===== src/rtl/flags_unit_pkg.sv =====
// Shared CPU status-flag definitions: bit positions, ALU operation classes,
// and the arithmetic-flag rule used by the flags producer.
package flags_unit_pkg;

    localparam int FLAG_N = 0;
    localparam int FLAG_Z = 1;
    localparam int FLAG_V = 2;
    localparam int FLAG_C = 3;
    localparam int FLAG_I = 4;

    localparam logic [7:0] FLAGS_RESERVED_MASK = 8'hE0;
    localparam logic [7:0] FLAGS_ARITH_MASK    = 8'h0F;

    typedef enum logic [1:0] {
        ALU_KIND_ADD   = 2'd0,
        ALU_KIND_SUB   = 2'd1,
        ALU_KIND_LOGIC = 2'd2,
        ALU_KIND_SHIFT = 2'd3
    } alu_kind_e;

    // Returns {C, V, Z, N} for one ALU operation.
    function automatic logic [3:0] alu_flags(
        input alu_kind_e  kind,
        input logic [7:0] a,
        input logic [7:0] b,
        input logic [7:0] r,
        input logic       carry
    );
        logic c;
        logic v;
        c = 1'b0;
        v = 1'b0;
        case (kind)
            ALU_KIND_ADD: begin
                c = carry;
                v = (a[7] == b[7]) && (r[7] != a[7]);
            end
            ALU_KIND_SUB: begin
                c = carry;
                v = (a[7] != b[7]) && (r[7] != a[7]);
            end
            ALU_KIND_SHIFT: c = carry;
            default: ;
        endcase
        return {c, v, (r == 8'h00), r[7]};
    endfunction

endpackage


===== src/rtl/flags_if.sv =====
// Execute-stage bundle between the ALU/control side and the flags unit.
interface flags_if;
    logic       alu_valid;
    logic [1:0] alu_kind;
    logic [7:0] op_a;
    logic [7:0] op_b;
    logic [7:0] alu_result;
    logic       alu_carry;
    logic       flag_we;
    logic [7:0] flag_wdata;
    logic       save;
    logic       restore;
    logic [7:0] flags;
    logic       stack_empty;
    logic       stack_full;
    logic       stack_err;

    modport master (
        output alu_valid, alu_kind, op_a, op_b, alu_result, alu_carry,
        output flag_wdata, flag_we, save, restore,
        input  flags, stack_empty, stack_full, stack_err
    );

    modport slave (
        input  alu_valid, alu_kind, op_a, op_b, alu_result, alu_carry,
        input  flag_wdata, flag_we, save, restore,
        output flags, stack_empty, stack_full, stack_err
    );
endinterface


===== src/rtl/flags_shadow_stack.sv =====
// LIFO of saved flag words for nested interrupts; reports full/empty and a
// sticky error for overflow, underflow or a simultaneous push and pop.
module flags_shadow_stack #(
    parameter int DEPTH = 4,
    parameter int W     = 8
) (
    input  logic         clk,
    input  logic         reset,
    input  logic         push,
    input  logic         pop,
    input  logic [W-1:0] push_data,
    output logic [W-1:0] pop_data,
    output logic         push_ok,
    output logic         pop_ok,
    output logic         empty,
    output logic         full,
    output logic         err
);
    localparam int AW = (DEPTH > 1) ? $clog2(DEPTH) : 1;
    localparam logic [AW:0] SP_ONE   = (AW + 1)'(1);
    localparam logic [AW:0] SP_DEPTH = (AW + 1)'(DEPTH);

    logic [AW:0]   sp_reg;
    logic          err_reg;
    logic [W-1:0]  mem [DEPTH];
    logic [AW-1:0] top_idx;
    logic          bad_req;

    assign empty   = (sp_reg == '0);
    assign full    = (sp_reg == SP_DEPTH);
    assign err     = err_reg;
    assign push_ok = push && !pop && !full;
    assign pop_ok  = pop && !push && !empty;
    // Conflicting or impossible requests are dropped and only flag the error.
    assign bad_req = (push && pop) || (push && full) || (pop && empty);

    assign top_idx  = AW'(sp_reg - SP_ONE);
    assign pop_data = mem[top_idx];

    always_ff @(posedge clk) begin
        if (reset) begin
            sp_reg  <= '0;
            err_reg <= 1'b0;
        end else begin
            if (push_ok) begin
                mem[sp_reg[AW-1:0]] <= push_data;
                sp_reg              <= sp_reg + SP_ONE;
            end else if (pop_ok) begin
                sp_reg <= sp_reg - SP_ONE;
            end
            if (bad_req) begin
                err_reg <= 1'b1;
            end
        end
    end

endmodule


===== src/rtl/flags_unit.sv =====
// Architectural status-flags register: ALU flag generation, explicit load,
// and interrupt save/restore through the shadow stack.
module flags_unit
    import flags_unit_pkg::*;
#(
    parameter int STACK_DEPTH = 4,
    parameter int FLAG_W      = 8
) (
    input  logic    clk,
    input  logic    reset,
    flags_if.slave  bus
);
    logic [FLAG_W-1:0] flags_reg;
    logic [FLAG_W-1:0] flags_next;
    logic [FLAG_W-1:0] pop_data;
    logic              push_ok;
    logic              pop_ok;
    logic [3:0]        arith;

    flags_shadow_stack #(
        .DEPTH (STACK_DEPTH),
        .W     (FLAG_W)
    ) u_stack (
        .clk       (clk),
        .reset     (reset),
        .push      (bus.save),
        .pop       (bus.restore),
        .push_data (flags_reg),
        .pop_data  (pop_data),
        .push_ok   (push_ok),
        .pop_ok    (pop_ok),
        .empty     (bus.stack_empty),
        .full      (bus.stack_full),
        .err       (bus.stack_err)
    );

    assign arith = alu_flags(alu_kind_e'(bus.alu_kind), bus.op_a, bus.op_b,
                             bus.alu_result, bus.alu_carry);

    // Stack requests shadow load and ALU updates even when they are rejected.
    always_comb begin
        flags_next = flags_reg;
        if (bus.save || bus.restore) begin
            if (push_ok) begin
                flags_next[FLAG_I] = 1'b0;
            end else if (pop_ok) begin
                flags_next = pop_data;
            end
        end else if (bus.flag_we) begin
            flags_next = bus.flag_wdata & ~FLAGS_RESERVED_MASK;
        end else if (bus.alu_valid) begin
            flags_next[3:0] = arith;
        end
    end

    always_ff @(posedge clk) begin
        if (reset) begin
            flags_reg <= '0;
        end else begin
            flags_reg <= flags_next;
        end
    end

    assign bus.flags = flags_reg;

endmodule


===== src/flat_wrapper.sv =====
// flat-port wrapper written by rule: the top's interface ports become plain ports
module flags_unit_flat import flags_unit_pkg::*;
#(
    parameter int STACK_DEPTH = 4,
    parameter int FLAG_W      = 8
)
  (clk, reset, bus_alu_valid, bus_alu_kind, bus_op_a, bus_op_b, bus_alu_result, bus_alu_carry, bus_flag_wdata, bus_flag_we, bus_save, bus_restore, bus_flags, bus_stack_empty, bus_stack_full, bus_stack_err);
  flags_if bus_i ();
  input  logic clk;
  input  logic reset;
  input wire logic [$bits(bus_i.alu_valid)-1:0] bus_alu_valid;
  input wire logic [$bits(bus_i.alu_kind)-1:0] bus_alu_kind;
  input wire logic [$bits(bus_i.op_a)-1:0] bus_op_a;
  input wire logic [$bits(bus_i.op_b)-1:0] bus_op_b;
  input wire logic [$bits(bus_i.alu_result)-1:0] bus_alu_result;
  input wire logic [$bits(bus_i.alu_carry)-1:0] bus_alu_carry;
  input wire logic [$bits(bus_i.flag_wdata)-1:0] bus_flag_wdata;
  input wire logic [$bits(bus_i.flag_we)-1:0] bus_flag_we;
  input wire logic [$bits(bus_i.save)-1:0] bus_save;
  input wire logic [$bits(bus_i.restore)-1:0] bus_restore;
  output wire logic [$bits(bus_i.flags)-1:0] bus_flags;
  output wire logic [$bits(bus_i.stack_empty)-1:0] bus_stack_empty;
  output wire logic [$bits(bus_i.stack_full)-1:0] bus_stack_full;
  output wire logic [$bits(bus_i.stack_err)-1:0] bus_stack_err;
  assign bus_i.alu_valid = bus_alu_valid;
  assign bus_i.alu_kind = bus_alu_kind;
  assign bus_i.op_a = bus_op_a;
  assign bus_i.op_b = bus_op_b;
  assign bus_i.alu_result = bus_alu_result;
  assign bus_i.alu_carry = bus_alu_carry;
  assign bus_i.flag_wdata = bus_flag_wdata;
  assign bus_i.flag_we = bus_flag_we;
  assign bus_i.save = bus_save;
  assign bus_i.restore = bus_restore;
  assign bus_flags = bus_i.flags;
  assign bus_stack_empty = bus_i.stack_empty;
  assign bus_stack_full = bus_i.stack_full;
  assign bus_stack_err = bus_i.stack_err;
  flags_unit #(.STACK_DEPTH(STACK_DEPTH), .FLAG_W(FLAG_W)) u_core (.clk(clk), .reset(reset), .bus(bus_i));
endmodule

===== config.mk =====
export PLATFORM = sky130hd
export DESIGN_NAME = flags_unit_flat
export DESIGN_NICKNAME = d
export VERILOG_FILES = /design/src/rtl/flags_unit_pkg.sv /design/src/rtl/flags_if.sv /design/src/rtl/flags_shadow_stack.sv /design/src/rtl/flags_unit.sv /design/src/flat_wrapper.sv
export SDC_FILE = /design/constraint.sdc
export NUM_CORES = 1
export LEC_CHECK = 0
export CORE_MARGIN = 2
export CORE_UTILIZATION = 29
export CTS_BUF_LIST = sky130_fd_sc_hd__clkbuf_16
export DETAILED_ROUTE_END_ITERATION = 7
export GPL_TIMING_DRIVEN = 1
export PLACE_DENSITY = 0.62
export SLEW_MARGIN = 40
export SYNTH_ARGS = -nofsm -noshare
export SYNTH_HDL_FRONTEND = slang
export SYNTH_SLANG_ARGS = --single-unit
export TNS_END_PERCENT = 50

===== constraint.sdc =====
create_clock -name clk -period 1.95 [get_ports clk]
set_clock_uncertainty 0.1 [all_clocks]
set_input_delay 0.39 -clock clk [delete_from_list [all_inputs] [get_ports clk]]
set_output_delay 0.39 -clock clk [all_outputs]
set_load 0.02 [all_outputs]

==> flow_summary.toml, run 1 <==
[pwr]
p_int_mw = 1.97
p_per_area_nw_per_um2 = 952
p_total_mw = 2.62
p_comb_share_pct = 22.1
p_switching_mw = 0.651
ir_worst_vdd_uv = 354
p_clk_share_pct = 36.1
p_leak_nw = 0.969
seqPwrFrac_pct = 41.8
sw_frac_of_total_pct = 24.9

[outcome]
outcome = "finished, final reports clean"

[cells_and_area]
fin_cells = 277
largest_reg_flops = 32
drive_gt1_share_pct = 27.5
multiInputGateArea_um2 = 713
regArea_um2 = 1200
areaGrowthSynthToFinish_pct = 41.3
nets = 246
antenna_cells = 0
fin_util_pct = 42.8
final_area_um2 = 2750
fillers = 611

[hold_path]
hold_path.class = "register to register"
worstHoldStart = "u_core.u_stack.err"
holdPathEnd = "u_core.u_stack.err"
min_path_cells = 2

[clock_network]
cts_hold_buf = 0
cts.sinks = 44
cts_buffer_depth = 2
cts_buffers = 5
cts_tree = "built"
clk_pin_slew_ps = 60
clk_latency_ps = 280
root_buffer = "clkbuf_16"
htree_levels = 2

[setup_path]
cp.arrival_ps = 1380
start_kind = "register"
max_stage_delay_ps = 660
r2r_cells = 7
r2r-start = "u_core.u_stack.sp_reg[0]"
regToRegSetupSlack_ps = 110
end_kind = "output port"
cp_top_family = "buffers and inverters"
slowest_stage = "clkdlybuf4s50_1"
worstPathRequired_ps = 1460
worst-setup-path-type = "register to output port"
worstPathCellList = "clkdlybuf4s50_1"
crit_fanout = 6
r2r_end = "u_core.bus.flags[0]"
cp_num_buf_inv = 1

[placement]
hpwl_um = 3160
postPlaceCellArea_um2 = 2550
dp.cells = 267
io_buffers = 34
gp_congestion = 0.722

[timing]
fin_crit_sh_pct = 96.1
fmax_mhz = 534
rsz0062_at_grt = "true"
relSlewSlack_pct = 80.4
slew_violations = 0
setup_viol = 0
hold_violations = 0
period_minus_slack_ps = 1870
worstMarginPinSlew_ps = 294

[floorplanning]
die_w_um = 85.9
die_area_um2 = 7380
rows = 29
initial_core_util_pct = 30.3
boundaryPins = 52
die_h_um = 85.9
coreArea_um2 = 6420

[detailed_routing]
wl_per_cell_um = 15.7
wl_um = 4350
drtAntennaViolNets = 0
via_per_inst = 4.82
drt_pre_antenna_iters = 4
drt-initial-drc-count = 110
vias = 1334
route.detailed.drc = 0

[logic_synthesis]
yosys_warnings = 0
avgSynthCellArea_um2 = 14.1
yosysTopAreaCell = "edfxtp_1"
synthArstFlopShare_pct = 0
yosysTopAreaCellShare_pct = 49.4
synth_edf_count = 32
netlist_area_um2 = 1950
synth_nets = 185
seq_area_frac_synth_pct = 61.7
synth_cell_types = 38
synth.area.top_cells = "edfxtp_1 49%, dfxtp_1 12%, mux4_2 9.3%"
ys_ff_latch = 44
netlist_instances = 138
synth-main-ff-cell = "edfxtp_1"

[global_route]
grt_pass1_vias = 1427
grt.total_usage_pct = 12.7
grt_start_max_net_pins = 15
antenna_found_initial = 0
grt_pass1_wl_um = 7010
overflow = 0

[job]
drv_cap = 0
## worst max path at each step
stage                        startpoint                  endpoint  slack (ps)  cells after the start
3_5_place_dp            bus_alu_kind[0]       u_core.bus.flags[2]        -140                      5
2_1_floorplan  u_core.u_stack.sp_reg[0]  u_core.u_stack.mem[2][0]         -40                      7
6_report            u_core.bus.flags[0]              bus_flags[0]          80                      1
3_3_place_gp            bus_alu_kind[0]       u_core.bus.flags[2]        -140                      5
5_1_grt        u_core.u_stack.sp_reg[1]       u_core.bus.flags[2]         -10                      8
4_1_cts        u_core.u_stack.sp_reg[0]           bus_stack_empty         -10                      4
## metal layers
layer  part of all wire (%)  track usage [%]
met1                     44             15.2
met2                     51             21.3
met3                    2.9             3.37
met4                    2.1             5.77
met5                      0                0
## placed cells by master (no fill, tap or decap), types with 5 or more instances in the layout
cell             count
clkbuf_16            5
edfxtp_1            32
ha_1                 5
mux4_2               8
inv_1                5
nor2_1              14
buf_4               24
dfxtp_1             12
nand2_1              6
clkdlybuf4s50_1     32
## final cells by class
cell class	count	share of cell area, %
Clock buffer	5	4.55
Clock inverter	3	1.55
Inverter	5	0.682
Multi-Input combinational cell	83	25.9
Sequential cell	44	43.7
Tap cell	77	3.50
Timing Repair Buffer	60	20.1
## repair_timing
item                       4_1_cts  5_1_grt
setup endpoints to repair        3        4
setup buffers                    0        2
pin swaps                        0        2
gates resized for setup          4        5
## synth_stat cells (all sizes together), types with 3 or more instances
master  count
edfxtp     32
nor2       14
dfxtp      12
mux4        8
a21oi       7
ha          6
nand2       6
and2        5
buf         5
inv         5
a22oi       3
nor3        3
## kinds of logic after synthesis
| group | share of synthesized area (%) |
|---|---|
| buffers and inverters | 3.08 |
| adder cells (fa/ha/maj) | 3.86 |
| flip-flops | 61.7 |
| multiplexers | 9.83 |
| XOR/XNOR | 0.900 |
| AND/OR/NAND/NOR | 11.1 |
| AO/OA/AOI/OAI | 9.51 |
## metrics by stage
stage | hold slack (ps) | worst slack, ps | setup TNS [ps]
after floorplan | 368 | -39.5 | -632
after global placement | 357 | -135 | -2620
after detailed placement | 376 | -142 | -3440
after CTS | 390 | -14.1 | -14.1
after global routing | 447 | -12.2 | -12.2
final | 384 | 76.2 | 0
## power groups by stage
stage | registers, mW | clock network, mW | logic, mW
final | 1.09 | 0.945 | 0.580
after global placement | 1.11 | 0 | 0.565
after floorplan | 1.13 | 0 | 0.298
after detailed placement | 1.12 | 0 | 0.573
after CTS | 1.10 | 0.963 | 0.577
after global routing | 1.10 | 1.00 | 0.635
No activity file was read; power rests on OpenSTA's default activity.
==> run 2, diff against run 1 <==
CELL_PAD_IN_SITES_DETAIL_PLACEMENT = 1   (was unset)
CELL_PAD_IN_SITES_GLOBAL_PLACEMENT = 2   (was unset)
PLACE_DENSITY = 0.83   (was 0.62)
==> run 2 against run 1 <==
Effect of this change:
- via count grew 0.22%
- global-route usage is essentially flat
- critical path depth grew 7
- worst hold slack lost 13 ps
- total power shrank 0.24%
- clock power grew 1%
- setup slack lost 9.9 ps
- highest routed layer unchanged
==> flow_summary.toml, run 2 (same netlist as run 1, synthesis figures left out) <==
[setup_path]
r2r_cells = 8
end_kind = "register"
start_kind = "register"
worstPathRequired_ps = 2050
r2r-start = "u_core.u_stack.sp_reg[1]"
worst-setup-path-type = "register to register"
r2r_end = "u_core.u_stack.sp_reg[1]"
cp.arrival_ps = 1990
crit_fanout = 5
regToRegSetupSlack_ps = 70

[cells_and_area]
drive_gt1_share_pct = 28.5
fillers = 665
final_cell_mix = "32 x clkdlybuf4s50_1, 32 x edfxtp_1, 25 x buf_4"
fin_util_pct = 42.5
areaGrowthSynthToFinish_pct = 40.2
largest_reg_flops = 32
regArea_um2 = 1200
fin_cells = 277
multiInputGateArea_um2 = 698
antenna_cells = 0
nets = 246

[timing]
fmax_mhz = 531
slew_violations = 0
finalWorstSetupSlack_ps = 66.3
fin_crit_sh_pct = 96.6
setup_tns_ps = 0
relSlewSlack_pct = 69.0
setup_viol = 0
worstMarginPinSlew_ps = 463
hold_violations = 0
rsz0062_at_grt = "true"
period_minus_slack_ps = 1880

[clock_network]
cts_tree = "built"
cts_buffers = 5
clk_pin_slew_ps = 70
cts_buffer_depth = 2
cts_hold_buf = 0
htree_levels = 2
clk_latency_ps = 280
postCtsSetupRepairBufs = 0
cts.sinks = 44
root_buffer = "clkbuf_16"

[hold_path]
holdPathEnd = "u_core.u_stack.err"
hold_path.class = "register to register"
worstHoldStart = "u_core.u_stack.err"
min_path_cells = 2

[floorplanning]
die_h_um = 85.9
boundaryPins = 52
coreArea_um2 = 6420
die_w_um = 85.9
rows = 29
initial_core_util_pct = 30.3
die_area_um2 = 7380

[global_route]
overflow = 0
grt.total_usage_pct = 12.7
grt_pass1_wl_um = 7040
grt_start_max_net_pins = 16
grt_pass1_vias = 1419
antenna_found_initial = 0

[detailed_routing]
wl_um = 4480
route.detailed.drc = 0
drt_pre_antenna_iters = 4
drt-initial-drc-count = 35
wl_per_cell_um = 16.2
vias = 1337
drtAntennaViolNets = 0
via_per_inst = 4.83

[pwr]
p_per_area_nw_per_um2 = 958
ir_worst_vdd_uv = 512
p_leak_nw = 0.960

[placement]
dp.cells = 269
dpl_worst_slack_ps = -241
hpwl_um = 3280
gp_congestion = 0.752
io_buffers = 34

[job]
drv_cap = 0

[outcome]
outcome = "finished, final reports clean"
## run 2: worst max path at each step
stage / from / endpoint / slack (ps) / depth (start not counted)
floorplan: u_core.u_stack.sp_reg[0] / u_core.u_stack.mem[2][0] / -40 / 7
global placement: bus_restore / u_core.bus.flags[3] / -150 / 7
detailed placement: bus_restore / u_core.u_stack.mem[3][3] / -240 / 5
CTS: u_core.u_stack.sp_reg[0] / u_core.u_stack.sp_reg[1] / 20 / 8
global route: u_core.u_stack.sp_reg[1] / u_core.u_stack.sp_reg[1] / -20 / 8
finish: u_core.u_stack.sp_reg[1] / u_core.u_stack.sp_reg[1] / 70 / 8
## run 2: metal layers
metal	track usage [%]	routed length (µm)	vias up
met5	0	0	-
met3	3.46	220	4
met4	3.90	27	0
li1	-	-	650
met1	16.0	2040	648
met2	21.4	2190	35
## run 2: layout make-up
cell class              instances  area share, %
flip-flops and latches         44           44.1
well taps                      77           3.53
multi-input cells              83           25.6
clock inverters                 3           1.70
inverters                       5          0.688
clock buffers                   5           4.59
repair buffers                 60           19.9
## run 2: critical path, cell delays in order, from the launching register on
cell	delay, ps
dfxtp_1	340
inv_1	80
ha_2	190
ha_2	200
buf_4	140
or3b_4	410
nor2_2	100
a31oi_1	50
a21oi_1	210
## run 2: where the power goes
part | leakage, nW | total (mW) | internal [mW] | switching (mW)
combinational | 0.484 | 0.561 | 0.300 | 0.261
clock | 0.0804 | 0.954 | 0.608 | 0.346
sequential | 0.396 | 1.10 | 1.06 | 0.0386
total | 0.960 | 2.61 | 1.97 | 0.646
## run 2: through the flow
stage          cell area, µm²  power (mW)  hold WS (ps)
2_1_floorplan            1950        1.43           368
3_3_place_gp             2550        1.68           357
3_5_place_dp             2550        1.69           368
4_1_cts                  2730        2.65           380
5_1_grt                  2730        2.73           397
6_report                 2730        2.61           370
## run 2: repair_timing
item / 4_1_cts / 5_1_grt
pin swaps: 0 / 1
setup endpoints to repair: 2 / 40
resized for setup: 3 / 5
cloned: 0 / 0
==> run 3, diff against run 2 <==
PLACE_DENSITY = 0.73   (was 0.83)
==> run 3 against run 2 <==
Effect of this change:
- critical endpoint is now bus_stack_empty
- sequential share of layout area increased by 0.18 points
- combinational power increased by 2%
- total power rose by 1.2%
- fmax fell by 0.43%
- sequential power about the same
- flip-flop and latch count unchanged
- first-iteration DRC count increased by 140%
==> flow_summary.toml, run 3 (same netlist as run 1, synthesis figures left out) <==
[pwr]
p_total_mw = 2.64
p_leak_nw = 0.966
ir_worst_vdd_uv = 766
p_per_area_nw_per_um2 = 974

[global_route]
overflow = 0
grt_start_max_net_pins = 16
use_met2_pct = 23.1
grt_use_met3_pct = 4.81
grtUsageMet1_pct = 17.5
antenna_found_initial = 0
grt.total_usage_pct = 14.1
grt_busiest_layer = "met2"
grt_pass1_wl_um = 7760
grt_pass1_vias = 1501

[cells_and_area]
drive_gt1_share_pct = 25.9
final_common_cell = "edfxtp_1"
antenna_cells = 0
fillers = 668
areaGrowthSynthToFinish_pct = 39.5
largest_reg_flops = 32
fin_util_pct = 42.3
final_cell_mix = "32 x edfxtp_1, 31 x clkdlybuf4s50_1, 23 x buf_4"
nets = 243

[floorplanning]
coreArea_um2 = 6420
die_area_um2 = 7380
initial_core_util_pct = 30.3
die_h_um = 85.9
boundaryPins = 52
rows = 29
die_w_um = 85.9

[setup_path]
r2r_end = "u_core.bus.flags[0]"
r2r-start = "u_core.u_stack.sp_reg[1]"
startpoint = "u_core.u_stack.sp_reg[1]"
cp_top_family = "adder cells"
max_stage_delay_ps = 310
end_kind = "output port"
cp_num_buf_inv = 2
cp.arrival_ps = 1400
start_kind = "register"
regToRegSetupSlack_ps = 110
worst-setup-path-type = "register to output port"
crit_fanout = 4
r2r_cells = 7
worstPathCellList = "inv_1, ha_1, ha_4, clkdlybuf4s15_2"
slowest_stage = "dfxtp_1"
worstPathRequired_ps = 1460

[timing]
finalWorstSetupSlack_ps = 58.1
rsz0062_at_grt = "true"
slew_violations = 0
period_minus_slack_ps = 1890
worstMarginPinSlew_ps = 362
hold_violations = 0
fmax_mhz = 529
fin_crit_sh_pct = 97.0
relSlewSlack_pct = 75.8
setup_tns_ps = 0
setup_viol = 0

[hold_path]
worstHoldStart = "u_core.u_stack.err"
hold_path.class = "register to register"
min_path_cells = 2
holdPathEnd = "u_core.u_stack.err"

[placement]
hpwl_um = 3460
dpl_worst_slack_ps = -209
io_buffers = 34
gp_congestion = 0.815

[job]
drv_cap = 0

[clock_network]
cts_buffers = 5
cts_hold_buf = 0
htree_levels = 2
postCtsSetupRepairBufs = 0
cts_resized = 4
cts_tree = "built"
clk_pin_slew_ps = 60
root_buffer = "clkbuf_16"
cts.sinks = 44
clk_latency_ps = 290
cts_buffer_depth = 2

[detailed_routing]
via_per_inst = 4.95
wl_um = 4750
drtAntennaViolNets = 0
drt_pre_antenna_iters = 4
drt-initial-drc-count = 85
route.detailed.drc = 0
wl_per_cell_um = 17.3
vias = 1357

[outcome]
outcome = "finished, final reports clean"
[run 3: changes by cell type in the layout (fill, tap and decap cells not counted), sizes merged]
cell | before | now
clkbuf | 6 | 5
clkdlybuf4s15 | 0 | 1
dlymetal6s2s | 0 | 1
clkdlybuf4s50 | 32 | 31
buf | 26 | 23
[run 3: worst max-delay path by stage]
stage                          endpoint  slack, ps  cells after the start
2_1_floorplan  u_core.u_stack.mem[2][0]        -40                      7
3_3_place_gp   u_core.u_stack.mem[3][6]       -170                      5
3_5_place_dp        u_core.bus.flags[2]       -210                      5
4_1_cts             u_core.bus.flags[2]          2                      7
5_1_grt        u_core.u_stack.mem[0][7]        -20                      5
6_report                bus_stack_empty         60                      4
[run 3: where the power goes]
part | internal, mW | switching, mW
combinational | 0.304 | 0.271
sequential | 1.06 | 0.0389
clock | 0.609 | 0.364
[run 3: routing by layer]
metal | part of all wire, % | wire, µm
met5 | 0 | 0
met4 | 1.5 | 70
met3 | 6.3 | 297
met2 | 47 | 2250
met1 | 45 | 2130
[run 3: tightest hold or removal path: stages, from the launching register on]
cell and delay [ps]:
dfxtp_1 330, nor2_1 50, nor2_1 70
[run 3: area by class of cell]
class                   count  area, µm²  area share [%]
clock buffers               5        125            4.61
clock inverters             3       46.3            1.71
inverters                   5       18.8           0.691
multi-input cells          83        712            26.2
flip-flops and latches     44       1200            44.2
well taps                  77       96.3            3.55
repair buffers             57        515            19.0
[run 3: through the flow]
| step | area, µm² | cells | hold slack (ps) |
|---|---|---|---|
| CTS | 2690 | 274 | 386 |
| global placement | 2520 | 266 | 353 |
| floorplan | 1950 | 138 | 368 |
| global route | 2720 | 274 | 408 |
| finish | 2720 | 274 | 379 |
| detailed placement | 2520 | 266 | 365 |
